==> config.mk <==
export PLATFORM = sky130hd
export DESIGN_NAME = key_repeat
export DESIGN_NICKNAME = d
export VERILOG_FILES = /design/src/rtl/key_repeat_pkg.sv /design/src/rtl/key_sync.sv /design/src/rtl/key_repeat.sv
export SDC_FILE = /design/constraint.sdc
export NUM_CORES = 1
export LEC_CHECK = 0
export CAP_MARGIN = 5
export CORE_UTILIZATION = 45
export CTS_CLUSTER_DIAMETER = 60
export DETAILED_ROUTE_END_ITERATION = 7
export PLACE_DENSITY = 0.8
export SYNTH_ARGS = -nofsm -noshare
export SYNTH_HDL_FRONTEND = slang
export SYNTH_HIERARCHICAL = 1
export SYNTH_SLANG_ARGS = --single-unit
==> constraint.sdc <==
create_clock -name clk -period 3.95 [get_ports clk]
set_clock_uncertainty 0.1 [all_clocks]
set_input_delay 0.395 -clock clk [delete_from_list [all_inputs] [get_ports clk]]
set_output_delay 0.395 -clock clk [all_outputs]
set_load 0.02 [all_outputs]
==> src/rtl/key_repeat_pkg.sv <==
// Shared definitions for the key_repeat slice: key indices, FSM states and the
// delay-timer load width, plus the saturating interval step used by the accel build.
package key_repeat_pkg;

  localparam int DLY_MS_W = 8;

  typedef enum int {
    KEY_UP    = 0,
    KEY_DOWN  = 1,
    KEY_LEFT  = 2,
    KEY_RIGHT = 3
  } key_id_e;

  typedef enum logic [1:0] {
    IDLE = 2'd0,
    DEB  = 2'd1,
    EMIT = 2'd2,
    HOLD = 2'd3
  } kr_state_e;

  // max(cur - step, floor) without ever wrapping below zero
  function automatic logic [DLY_MS_W-1:0] sat_step(input logic [DLY_MS_W-1:0] cur,
                                                   input logic [DLY_MS_W-1:0] step,
                                                   input logic [DLY_MS_W-1:0] floor);
    logic [DLY_MS_W-1:0] diff;
    diff = (cur > step) ? cur - step : '0;
    return (diff > floor) ? diff : floor;
  endfunction

endpackage

==> src/rtl/key_sync.sv <==
// N-bit two-flop synchronizer for the raw, clock-asynchronous button inputs.
module key_sync #(
  parameter int N = 4
) (
  input  logic         clk,
  input  logic         rst,
  input  logic [N-1:0] d,
  output logic [N-1:0] q
);

  logic [N-1:0] meta;

  always_ff @(posedge clk or posedge rst) begin
    if (rst) begin
      meta <= '0;
      q    <= '0;
    end else begin
      meta <= d;
      q    <= meta;
    end
  end

endmodule

==> src/rtl/key_repeat.sv <==
// Debounced auto-repeat front end: drives the external delay timer and offers one-hot
// moves on a valid/ready handshake. Define KEY_REPEAT_ACCEL_EN for an accelerating repeat rate.
module key_repeat
  import key_repeat_pkg::*;
#(
  parameter int N_KEYS        = 4,
  parameter int DEBOUNCE_MS   = 20,
  parameter int FIRST_MS      = 250,
  parameter int REPEAT_MS     = 100,
  parameter int ACCEL_STEP_MS = 10,
  parameter int ACCEL_MIN_MS  = 30
) (
  input  logic                clk,
  input  logic                rst,
  input  logic [N_KEYS-1:0]   btn,
  output logic                dly_set,
  output logic [DLY_MS_W-1:0] dly_ms,
  input  logic                dly_free,
  output logic                move_valid,
  output logic [N_KEYS-1:0]   move_dir,
  input  logic                move_ready
);

  localparam int KW = (N_KEYS > 1) ? $clog2(N_KEYS) : 1;
  localparam logic [DLY_MS_W-1:0] DEB_MS   = DLY_MS_W'(DEBOUNCE_MS);
  localparam logic [DLY_MS_W-1:0] FIRST_LD = DLY_MS_W'(FIRST_MS);
  localparam logic [DLY_MS_W-1:0] REP_MS   = DLY_MS_W'(REPEAT_MS);

  if (N_KEYS < 1 || DEBOUNCE_MS > 255 || FIRST_MS > 255 || REPEAT_MS > 255 ||
      ACCEL_STEP_MS > 255 || ACCEL_MIN_MS > 255) begin : g_bad_param
    $error("key_repeat: N_KEYS must be >= 1 and every *_MS parameter must fit in 8 bits");
  end

  kr_state_e           state, state_next;
  logic [N_KEYS-1:0]   btn_s;
  logic [KW-1:0]       key_idx, key_next, low_idx;
  logic                first_done, first_next;
  logic                guard;
  logic                any_btn, key_held;
  logic [DLY_MS_W-1:0] interval;

  key_sync #(.N(N_KEYS)) u_sync (
    .clk (clk),
    .rst (rst),
    .d   (btn),
    .q   (btn_s)
  );

  // Lowest pressed index wins, so scan from the top down
  always_comb begin
    low_idx = '0;
    for (int i = N_KEYS - 1; i >= 0; i--) begin
      if (btn_s[i]) low_idx = KW'(i);
    end
  end

  assign any_btn  = |btn_s;
  assign key_held = btn_s[key_idx];

`ifdef KEY_REPEAT_ACCEL_EN
  localparam logic [DLY_MS_W-1:0] STEP_MS = DLY_MS_W'(ACCEL_STEP_MS);
  localparam logic [DLY_MS_W-1:0] MIN_MS  = DLY_MS_W'(ACCEL_MIN_MS);
  logic [DLY_MS_W-1:0] interval_next;

  always_ff @(posedge clk or posedge rst) begin
    if (rst) interval <= REP_MS;
    else     interval <= interval_next;
  end

  // Each accepted repeat shortens the next gap; a fresh press starts over
  always_comb begin
    interval_next = interval;
    if (state == IDLE)
      interval_next = REP_MS;
    else if (state == EMIT && move_ready && first_done)
      interval_next = sat_step(interval, STEP_MS, MIN_MS);
  end
`else
  assign interval = REP_MS;
`endif

  // The timer's free flag is stale for one cycle after a load, so remember the load
  always_ff @(posedge clk or posedge rst) begin
    if (rst) begin
      state      <= IDLE;
      key_idx    <= '0;
      first_done <= 1'b0;
      guard      <= 1'b0;
    end else begin
      state      <= state_next;
      key_idx    <= key_next;
      first_done <= first_next;
      guard      <= dly_set;
    end
  end

  always_comb begin
    state_next = state;
    key_next   = key_idx;
    first_next = first_done;
    dly_set    = 1'b0;
    dly_ms     = '0;
    move_valid = 1'b0;
    move_dir   = '0;
    case (state)
      IDLE: begin
        first_next = 1'b0;
        if (any_btn) begin
          key_next   = low_idx;
          dly_set    = 1'b1;
          dly_ms     = DEB_MS;
          state_next = DEB;
        end
      end
      DEB, HOLD: begin
        if (!key_held)
          state_next = IDLE;
        else if (dly_free && !guard)
          state_next = EMIT;
      end
      EMIT: begin
        move_valid = 1'b1;
        move_dir   = N_KEYS'(1) << key_idx;
        if (move_ready) begin
          if (key_held) begin
            dly_set    = 1'b1;
            dly_ms     = first_done ? interval : FIRST_LD;
            first_next = 1'b1;
            state_next = HOLD;
          end else begin
            state_next = IDLE;
          end
        end
      end
      default: state_next = IDLE;
    endcase
  end

endmodule
Yosys cells after proc, flatten, opt, wreduce, memory -nomap -nowiden
Cells that the tools add are included.
Widths: inputs -> output; s select.
- flip-flop bits (word level): 14
- input bits: 8
- output and inout bits: 14
- magnitude comparators: 1
- equal/unequal tests: 7
- shifts and indexed selects: 1
- mux-type cells: 26
- reductions and logical operators: 9
- operator list (kind ; count):
    $mux 8 ; 3
    $mux 2 ; 9
    $pmux 8 s2 ; 1
    $mux 1 ; 7
    $ne 2x2->1 const B ; 3
    $pmux 2 s3 ; 1
    $reduce_and 3->1 ; 2
    $mux 5 ; 1
    $eq 2x2->1 const B ; 2
    $mux 4 ; 1
    $pmux 1 s2 ; 2
    $reduce_or 4->1 ; 1
    $shl 1x2->4 const A ; 1
    $lt 2x3->1 const B ; 1
    $ne 3x3->1 const B ; 1
    $bmux 1 s2 ; 1
    $eq 2x1->1 const B ; 1
    $logic_not 2->1 ; 1
    $reduce_and 2->1 ; 1
    $reduce_bool 2->1 ; 1
    $reduce_or 2->1 ; 1
    $logic_and 1x1->1 ; 1
    $logic_not 1->1 ; 1

Depth between registers and ports, before layout
Gate-level depths: netlist of the first run.
- word-level depth: 5
- mapped depth: 5
- depth with buffers taken out: 4

By module
The synthesis of the first run kept the hierarchy.
- modules (own cells, without submodules) (module ; times used ; cells an instance ; area each (um^2)):
    key_repeat ; 1 ; 46 ; 407.9
    key_sync ; 1 ; 9 ; 203.9

Least setup slack after synthesis of the first run
OpenSTA, ideal clock, no wires.
- kind: register to output
- from: register key_idx[0]
- to: output dly_ms[3]
- data arrival time: 1.496 ns
- data required time: 3.455 ns
- path slack: 1.959 ns
- cell stages (with the launch flop): 5
- buffers on the path: 1
- cells stage by stage: dfrtp_1 mux4_2 nand3_4 nor2_1 buf_4
- word-level cells in the longest chain between the ends: 5
- RTL lines (item ; RTL line ; source):
    start: declaration ; key_repeat.sv:36 ; logic [KW-1:0] key_idx, key_next, low_idx;
    start signal: assignment ; key_repeat.sv:91 ; key_idx <= key_next;
    $bmux 1 s2 ; key_repeat.sv:58 ; assign key_held = btn_s[key_idx];
    $mux 1 (not written as such) ; key_repeat.sv:58 ;
    $mux 8 ; key_repeat.sv:125 ; if (key_held) begin
    $mux 8 ; key_repeat.sv:124 ; if (move_ready) begin
    $pmux 8 s2 ; key_repeat.sv:105 ; case (state)
    end: declaration ; key_repeat.sv:17 ; output logic [DLY_MS_W-1:0] dly_ms,
No other way between the ends. The select of a mux whose other input is x is not followed.

Worst setup path in the final report of the first run
- from: register key_idx[0]
- to: output dly_ms[1]
Same word-level chain as after synthesis.

==> results.json, run 1 <==
{
  "outcome": "complete, no violations",
  "fmax_mhz": 384,
  "critPathMaxFanout": 6,
  "cp.arrival_ns": 2.11,
  "post_cts_resized": 0,
  "synthTopCellsByArea": "dfrtp_1 57%, buf_4 4.9%, inv_1 4.3%",
  "place_congestion": 0.746,
  "slowest_stage": "mux4_2",
  "synthTopCellsByCount": "14 x dfrtp_1, 7 x inv_1, 6 x nor2_1",
  "grt_antenna_before_repair": 0,
  "synth_edf_count": 0,
  "layout-drive-gt1-share_pct": 14.7,
  "synth_warnings": 6,
  "setup_tns_ns": 0,
  "clkLatencyLatePin_ns": 0.28,
  "syn_area_um2": 612,
  "crit_chain": "mux4_2 > nand3_4 > nor2_1 > clkdlybuf4s50_1",
  "p_sw_w": 0.000207,
  "rows": 12,
  "dp_hpwl_um": 826,
  "worst_setup_path_start_kind": "register",
  "worst-path-buf-inv": 1,
  "num_io_pins": 22,
  "cts_setup_buffers": 0,
  "synth_top_flop_cell": "dfrtp_1",
  "die-area_um2": 1510,
  "total_power_w": 0.000558,
  "cts_buffers": 3,
  "min_path_type": "input port to asynchronous set/reset pin",
  "p_int_w": 0.000351,
  "drv_slew": 0,
  "p_leak_nw": 0.388,
  "layout_min_cycle_time_ns": 2.60,
  "worst-endpoint-required_ns": 3.45,
  "yosys.area.top_type": "dfrtp_1",
  "h-tree-depth": 1,
  "die_x_um": 38.9,
  "p_seq_share_pct": 38.7,
  "post-synth-top-count-cell": "dfrtp_1",
  "syn-instance-count": 55,
  "setup_viol": 0,
  "portBuffers": 20,
  "endpoint_kind": "output port",
  "ys_async_sr_fraction_pct": 100,
  "nNetsFinal": 84,
  "first_pass_iters": 3,
  "hold_buffers": 0,
  "hold_viol": 0,
  "grt-ovfl-total": 0,
  "grt_pass1_vias": 403,
  "drt_iter0_drc": 11,
  "synth_area_per_cell_um2": 11.1,
  "die_h_um": 38.9,
  "p_comb_share_pct": 43.2,
  "grt_util_all_layers_pct": 19.2,
  "syn-num-nets": 63,
  "holdWs_ns": 0.252,
  "fin_ws_ns": 1.35,
  "pre_cts_slack_ns": 1.56,
  "synth_seq_cells": 14,
  "core_um2": 1190,
  "root_buffer": "clkbuf_4",
  "route.detailed.drc": 0,
  "cts_sinks": 14,
  "wl_um": 1110,
  "period_share_pct": 65.9,
  "cts.clk_slew.worst_paths_ns": 0.08,
  "clockBufferDepth": 2,
  "p_per_area_nw_per_um2": 668,
  "cts_tree": "done",
  "initial_core_util_pct": 51.6,
  "synth_cell_types": 22,
  "crit_path_max_incr_delay_ns": 0.59,
  "crit_family": "multiplexers",
  "ir_drop_mv": 0.336,
  "sw_frac_of_total_pct": 37.1,
  "grt_setup_unrepaired": "no",
  "wire_per_inst_um": 12.5,
  "ant_nets": 0,
  "grt_max_degree": 9,
  "drv_cap": 0,
  "vias": 446,
  "n_antenna_cell": 0,
  "clockPowerShare_pct": 18.2,
  "vias_per_cell": 5.01,
  "syn2layout_area_growth_pct": 36.6,
  "seq_area_frac_synth_pct": 57.3,
  "synth_top_cell_area_share_pct": 57.3,
  "crit_type": "register to output port",
  "grt_pass1_wl_um": 1700
}
-- worst reg2reg max path, delay by kind of cell (launching register included) --
family,cells,cell delay [ns]
muxes,1,0.59
DFF,1,0.46
and+or+nand+nor,2,0.23
-- final timing paths --
path,cells past startpoint,from,slack (ns),endpoint
setup / recovery,4,key_idx[0]$_DFFE_PP0P_,1.35,dly_ms[1]
hold / removal,2,rst,0.25,first_done$_DFFE_PP0P_
min in group clk,0,u_sync/meta[1]$_DFF_PP0_,0.25,u_sync/q[1]$_DFF_PP0_
hold reg to reg,0,u_sync/meta[1]$_DFF_PP0_,0.25,u_sync/q[1]$_DFF_PP0_
max in group asynchronous,2,rst,3.25,u_sync/q[0]$_DFF_PP0_
setup reg to reg,3,key_idx[0]$_DFFE_PP0P_,2.45,guard$_DFF_PP0_
-- final cells by class --
| class | instances | area [um2] |
|---|---|---|
| sequential | 14 | 350 |
| fill | 103 | 350 |
| multi-input combinational | 29 | 201 |
| timing repair buffer | 20 | 200 |
| clock buffer | 4 | 36.3 |
| inverter | 8 | 30.0 |
| tap | 14 | 17.5 |
-- cells by family (layout without fill, tap and decap cells) --
kind of cell	Yosys count	after routing	share of synthesized area (%)
and+or+nand+nor	17	17	15.5
DFF	14	14	57.3
buffers and inverters	12	32	9.82
AOI/OAI and AO/OA	9	9	11.2
muxes	2	2	5.52
other	1	1	0.613
-- metal layers --
metal  part of all wire, %  GRT usage, %  vias to the layer above
met3                   5.0          6.94                        5
met5                     0             0                        -
met4                   3.1          15.5                        0
met1                    39          20.1                      208
li1                      -             -                      216
met2                    53          30.4                       17
-- cells in the final DEF, fill, tap and decap left out, drive strengths merged --
master / synthesis / layout
clkdlybuf4s50: 0 / 20
dfrtp: 14 / 14
inv: 8 / 8
nor2: 6 / 6
clkbuf: 0 / 4
o21ai: 4 / 4
nand2b: 3 / 3
nand2: 3 / 3
nor3: 2 / 2
o32a: 1 / 1
mux4: 1 / 1
nand3: 1 / 1
a21oi: 1 / 1
a211o: 1 / 1
mux2: 1 / 1
nor3b: 1 / 1
and3: 1 / 1
a22oi: 1 / 1
o22a: 1 / 1
conb: 1 / 1
-- sequential cells by signal (all words and copies together) (netlist names) --
register	count
guard	1
first_done	1
u_sync/meta	4
state	2
key_idx	2
u_sync/q	4
-- stage by stage --
stage	cells	util, %	area [um2]
5_1_grt	89	70.5	836
3_3_place_gp	85	67.4	800
6_report	89	70.5	836
4_1_cts	89	70.5	836
2_1_floorplan	55	-	612
3_5_place_dp	85	67.4	800
-- power groups by stage --
stage	Combinational, W	Sequential [W]	Clock (W)
floorplan	0.000156	0.000207	0
CTS	0.000244	0.000215	0.000103
finish	0.000241	0.000216	0.000101
global route	0.000258	0.000219	0.000113
global placement	0.000236	0.000216	0
detailed placement	0.000241	0.000217	0
Power figures use the tool's default switching activity.
==> run 2, diff against run 1 <==
CORE_UTILIZATION = 38   (was 45)
PLACE_DENSITY = 0.72   (was 0.8)
clock period = 2.3 ns   (was 3.95 ns; I/O delays follow)
==> results.json, run 2 (synthesis gave the netlist of run 1 again) <==
{
  "grt_pass1_wl_um": 1600,
  "cp.arrival_ns": 1.85,
  "multi_input_area_um2": 201,
  "first_pass_iters": 2,
  "wire_per_inst_um": 10.5,
  "core_um2": 1510,
  "drv_slew": 0,
  "drv_cap": 0,
  "drt_iter0_drc": 3,
  "outcome": "complete, no violations",
  "min_path_type": "input port to asynchronous set/reset pin",
  "fmax_mhz": 458,
  "grt_max_degree": 9,
  "hold_buffers": 0,
  "syn2layout_area_growth_pct": 37.2,
  "grt_util_all_layers_pct": 12.8,
  "grt_antenna_before_repair": 0,
  "cts_sinks": 14,
  "num_io_pins": 22,
  "p_per_area_nw_per_um2": 1100,
  "n_antenna_cell": 0,
  "reg_top3": "u_sync/meta: 4 flops, u_sync/q: 4 flops",
  "layout-drive-gt1-share_pct": 15.8,
  "wl_um": 969,
  "die-area_um2": 1770,
  "vias": 436,
  "mostFrequentLayoutCells": "14 x dfrtp_1, 12 x clkdlybuf4s50_1, 7 x inv_1, 7 x dlygate4sd2_1, 6 x nor2_1",
  "p_leak_nw": 0.436,
  "clockBufferDepth": 2,
  "initial_core_util_pct": 40.6,
  "layout_min_cycle_time_ns": 2.18,
  "worst_setup_path_start_kind": "register",
  "rows": 14,
  "worst-endpoint-required_ns": 1.97,
  "grt_setup_unrepaired": "no",
  "cts_buffers": 3,
  "hold_viol": 0,
  "die_x_um": 42.1,
  "seq_area_um2": 350,
  "setup_viol": 0,
  "fill_cells": 138,
  "place_congestion": 0.706,
  "grt_pass1_vias": 382,
  "layout_commonest_cell": "dfrtp_1",
  "endpoint_kind": "output port",
  "dp_hpwl_um": 773,
  "holdWs_ns": 0.0891,
  "crit_type": "register to output port",
  "cts_tree": "done",
  "clkLatencyLatePin_ns": 0.27,
  "total_power_w": 0.000925,
  "cts.clk_slew.worst_paths_ns": 0.08,
  "grt-ovfl-total": 0,
  "portBuffers": 20,
  "h-tree-depth": 1,
  "route.detailed.drc": 0,
  "root_buffer": "clkbuf_4",
  "nNetsFinal": 85,
  "critPathMaxFanout": 7,
  "ir_drop_mv": 0.458,
  "period_share_pct": 94.9,
  "rrSetupSlack_ns": 0.93,
  "setup_tns_ns": 0,
  "die_h_um": 42.1,
  "ant_nets": 0,
  "vias_per_cell": 4.74
}
run 2: worst paths after layout:
kind | from | endpoint | cells past startpoint
worst max-delay path | state[0]$_DFFE_PP0P_ | move_dir[3] | 4
worst min-delay path | rst | key_idx[1]$_DFFE_PP0P_ | 2
worst max register to register | u_sync/q[3]$_DFF_PP0_ | guard$_DFF_PP0_ | 3
worst min register to register | u_sync/meta[0]$_DFF_PP0_ | u_sync/q[0]$_DFF_PP0_ | 0
max in group asynchronous | rst | u_sync/q[2]$_DFF_PP0_ | 2
min in group clk | u_sync/meta[0]$_DFF_PP0_ | u_sync/q[0]$_DFF_PP0_ | 0
run 2: where the power goes:
group | internal (W) | leakage, nW | total [W] | switching, W
Combinational | 0.000182 | 0.246 | 0.000394 | 0.000211
Clock | 0.0000963 | 0.0210 | 0.000168 | 0.0000721
Sequential | 0.000302 | 0.169 | 0.000363 | 0.0000604
Total | 0.000581 | 0.436 | 0.000925 | 0.000344
run 2: final cells by class:
type	instances	area share [%]
Clock buffer	4	4.32
Inverter	8	3.58
Multi-Input combinational cell	29	24.0
Sequential cell	14	41.7
Tap cell	16	2.38
Timing Repair Buffer	21	24.0
run 2: metal layers:
metal / track usage, % / wire (um) / vias to the layer above
met5: 0 / 0 / -
li1: - / - / 220
met3: 2.59 / 49 / 4
met2: 17.5 / 448 / 15
met1: 17.2 / 441 / 197
met4: 11.3 / 28 / 0
run 2: timing repair:
action / CTS / global route
gates resized for setup: 7 / 1
buffers inserted: 1 / 0
endpoints found under the setup margin: 8 / 1
run 2: critical path, cell delays in order (launching register included):
cell	delay, ns
dfrtp_1	0.45
nand2b_1	0.23
inv_2	0.13
and3_2	0.18
clkdlybuf4s50_1	0.59
run 2: through the flow:
step / area (um2) / worst slack, ns / std cells / util [%]
after global placement: 802 / 0.237 / 87 / 53.2
final: 840 / 0.117 / 92 / 55.7
after global routing: 840 / 0.0322 / 92 / 55.7
after detailed placement: 802 / 0.208 / 87 / 53.2
after CTS: 837 / 0.0192 / 92 / 55.6
after floorplan: 612 / 0.474 / 55 / -
==> run 3, diff against run 2 <==
CORE_UTILIZATION = 37   (was 38)
PLACE_DENSITY = 0.71   (was 0.72)
SYNTH_HIERARCHICAL = unset   (was 1)
==> results.json, run 3 <==
{
  "outcome": "complete, no violations",
  "total_power_w": 0.000896,
  "synth_top_cell_area_share_pct": 58.2,
  "grt_pass1_vias": 434,
  "p_int_w": 0.000558,
  "rows": 14,
  "drv_cap": 0,
  "dp_hpwl_um": 838,
  "setup_viol": 0,
  "grt_pass1_wl_um": 1820,
  "h-tree-depth": 1,
  "clkLatencyLatePin_ns": 0.27,
  "cts_setup_buffers": 0,
  "hold_viol": 0,
  "fmax_mhz": 458,
  "p_sw_w": 0.000338,
  "cts_tree": "done",
  "timing.rr.end": "state[1]$_DFFE_PP0P_",
  "p_seq_share_pct": 38.6,
  "vias": 460,
  "grt_antenna_before_repair": 0,
  "crit_type": "register to output port",
  "ir_drop_mv": 0.549,
  "regToRegStartpoint": "u_sync.q[2]$_DFF_PP0_",
  "tightest_slew_ns": 0.503,
  "clockPowerShare_pct": 14.8,
  "n_antenna_cell": 0,
  "die_x_um": 42.3,
  "sw_frac_of_total_pct": 37.8,
  "place_congestion": 0.685,
  "critPathLaunch": "state[0]$_DFFE_PP0P_",
  "worst-endpoint-required_ns": 1.97,
  "grt_util_all_layers_pct": 13.8,
  "reg_top3": "u_sync.meta: 4 flops, u_sync.q: 4 flops",
  "ant_nets": 0,
  "route.detailed.drc": 0,
  "nNetsFinal": 86,
  "synth_seq_cells": 14,
  "p_comb_share_pct": 46.6,
  "cts.clk_slew.worst_paths_ns": 0.08,
  "instances_no_fill": 92,
  "crit_chain": "nor2b_2 > buf_4 > nor3b_1 > clkdlybuf4s50_1",
  "yosys.area.top_type": "dfrtp_1",
  "portBuffers": 20,
  "layout_min_cycle_time_ns": 2.18,
  "p_leak_nw": 0.400,
  "core_um2": 1510,
  "grt-ovfl-total": 0,
  "drt_iter0_drc": 6,
  "setup_tns_ns": 0,
  "mostFrequentLayoutCells": "14 x dfrtp_1, 12 x clkdlybuf4s50_1, 8 x dlygate4sd2_1",
  "maxSlewHeadroom_pct": 66.4,
  "period_share_pct": 94.9,
  "rrSetupSlack_ns": 0.85,
  "holdWs_ns": 0.175,
  "ys_async_sr_fraction_pct": 100,
  "synth_edf_count": 0,
  "drv_slew": 0,
  "synth_warnings": 0,
  "grt_max_degree": 15,
  "layout_commonest_cell": "dfrtp_1",
  "endpoint_kind": "output port",
  "rr_worst_depth": 3,
  "min_path_type": "input port to asynchronous set/reset pin",
  "wire_per_inst_um": 11.3,
  "initial_core_util_pct": 40.0,
  "cts_buffers": 3,
  "slowest_stage": "clkdlybuf4s50_1",
  "fill_cells": 142,
  "synth_area_per_cell_um2": 11.1,
  "seq_area_frac_synth_pct": 58.2,
  "die_h_um": 42.3,
  "synthTopCellsByArea": "dfrtp_1 58%, buf_4 5.0%, mux4_2 3.7%",
  "worst_setup_path_start_kind": "register",
  "dp.cells": 89,
  "layout-drive-gt1-share_pct": 18.4,
  "syn_area_um2": 602,
  "syn2layout_area_growth_pct": 38.5,
  "synthTopCellsByCount": "14 x dfrtp_1, 6 x nor2_1, 4 x buf_4, 4 x inv_1, 4 x nand2_1",
  "first_pass_iters": 4,
  "synth_top_flop_cell": "dfrtp_1",
  "root_buffer": "clkbuf_4",
  "crit_path_max_incr_delay_ns": 0.63,
  "num_io_pins": 22,
  "p_per_area_nw_per_um2": 1080,
  "syn-instance-count": 54,
  "synth_cell_types": 22,
  "clockBufferDepth": 2,
  "critPathMaxFanout": 6,
  "cts_sinks": 14,
  "grt_setup_unrepaired": "no",
  "worst-path-buf-inv": 2,
  "vias_per_cell": 5.00,
  "die-area_um2": 1790,
  "wl_um": 1040,
  "post-synth-top-count-cell": "dfrtp_1",
  "crit_family": "buffers and inverters",
  "syn-num-nets": 62,
  "cp.arrival_ns": 1.85
}
-- run 3: changes by cell type after synthesis, moves of 2 or more --
| cell | change |
|---|---|
| o21ai_2 | -2 |
| o21ai_0 | +2 |
| o21ai_1 | +2 |
| inv_1 | -3 |
| nor3_1 | -2 |
| o21a_1 | +2 |
| nand2b_1 | -2 |
-- run 3: through the flow --
stage	setup slack, ns	util [%]	instance area (um2)
2_1_floorplan	0.366	-	602
3_3_place_gp	0.296	54.3	818
3_5_place_dp	0.251	54.3	818
4_1_cts	0.0154	55.1	831
5_1_grt	0.0389	55.3	833
6_report	0.118	55.3	833
-- run 3: per-layer routing --
layer	vias up	track usage (%)	share of wire, %
li1	221	-	-
met1	220	16.6	42
met2	17	23.1	52
met3	2	3.88	4.7
met4	0	5.63	1.3
met5	-	0	0
-- run 3: kinds of logic (layout without fill, tap and decap cells) --
logic type	after synthesis	in the layout	share of synthesized area, %
AO/OA/AOI/OAI	13	13	15.0
buffers and inverters	10	32	8.73
multiplexers	1	1	3.74
other	1	1	0.623
AND/OR/NAND/NOR	15	15	13.7
flip-flops	14	14	58.2
-- run 3: power by group through the flow --
stage	Sequential (W)	Clock, W	Combinational, W
final	0.000346	0.000132	0.000418
after global routing	0.000359	0.000149	0.000456
after CTS	0.000345	0.000137	0.000420
after detailed placement	0.000350	0	0.000447
after global placement	0.000348	0	0.000437
after floorplan	0.000347	0	0.000256
-- run 3: what timing repair did --
action / in CTS / in global routing
hold buffers: 0 / 0
gates resized for setup: 8 / 1
endpoints found under the setup margin: 8 / 3
pin swaps: 0 / 0
gates cloned: 0 / 0
-- run 3: area by class of cell --
| class | count | area (um2) | area share (%) |
|---|---|---|---|
| clock buffer | 3 | 22.5 | 2.70 |
| inverter | 5 | 18.8 | 2.25 |
| multi-input combinational | 30 | 201 | 24.2 |
| sequential | 14 | 350 | 42.0 |
| tap | 16 | 20.0 | 2.40 |
| timing repair buffer | 24 | 220 | 26.4 |
-- run 3: how the worst max path moves through the flow --
stage	cells past startpoint	slack, ns	end
2_1_floorplan	5	0.37	dly_ms[3]
3_3_place_gp	4	0.30	dly_ms[3]
3_5_place_dp	4	0.25	dly_ms[7]
4_1_cts	4	0.02	move_dir[0]
5_1_grt	4	0.04	move_dir[0]
6_report	4	0.12	move_dir[0]
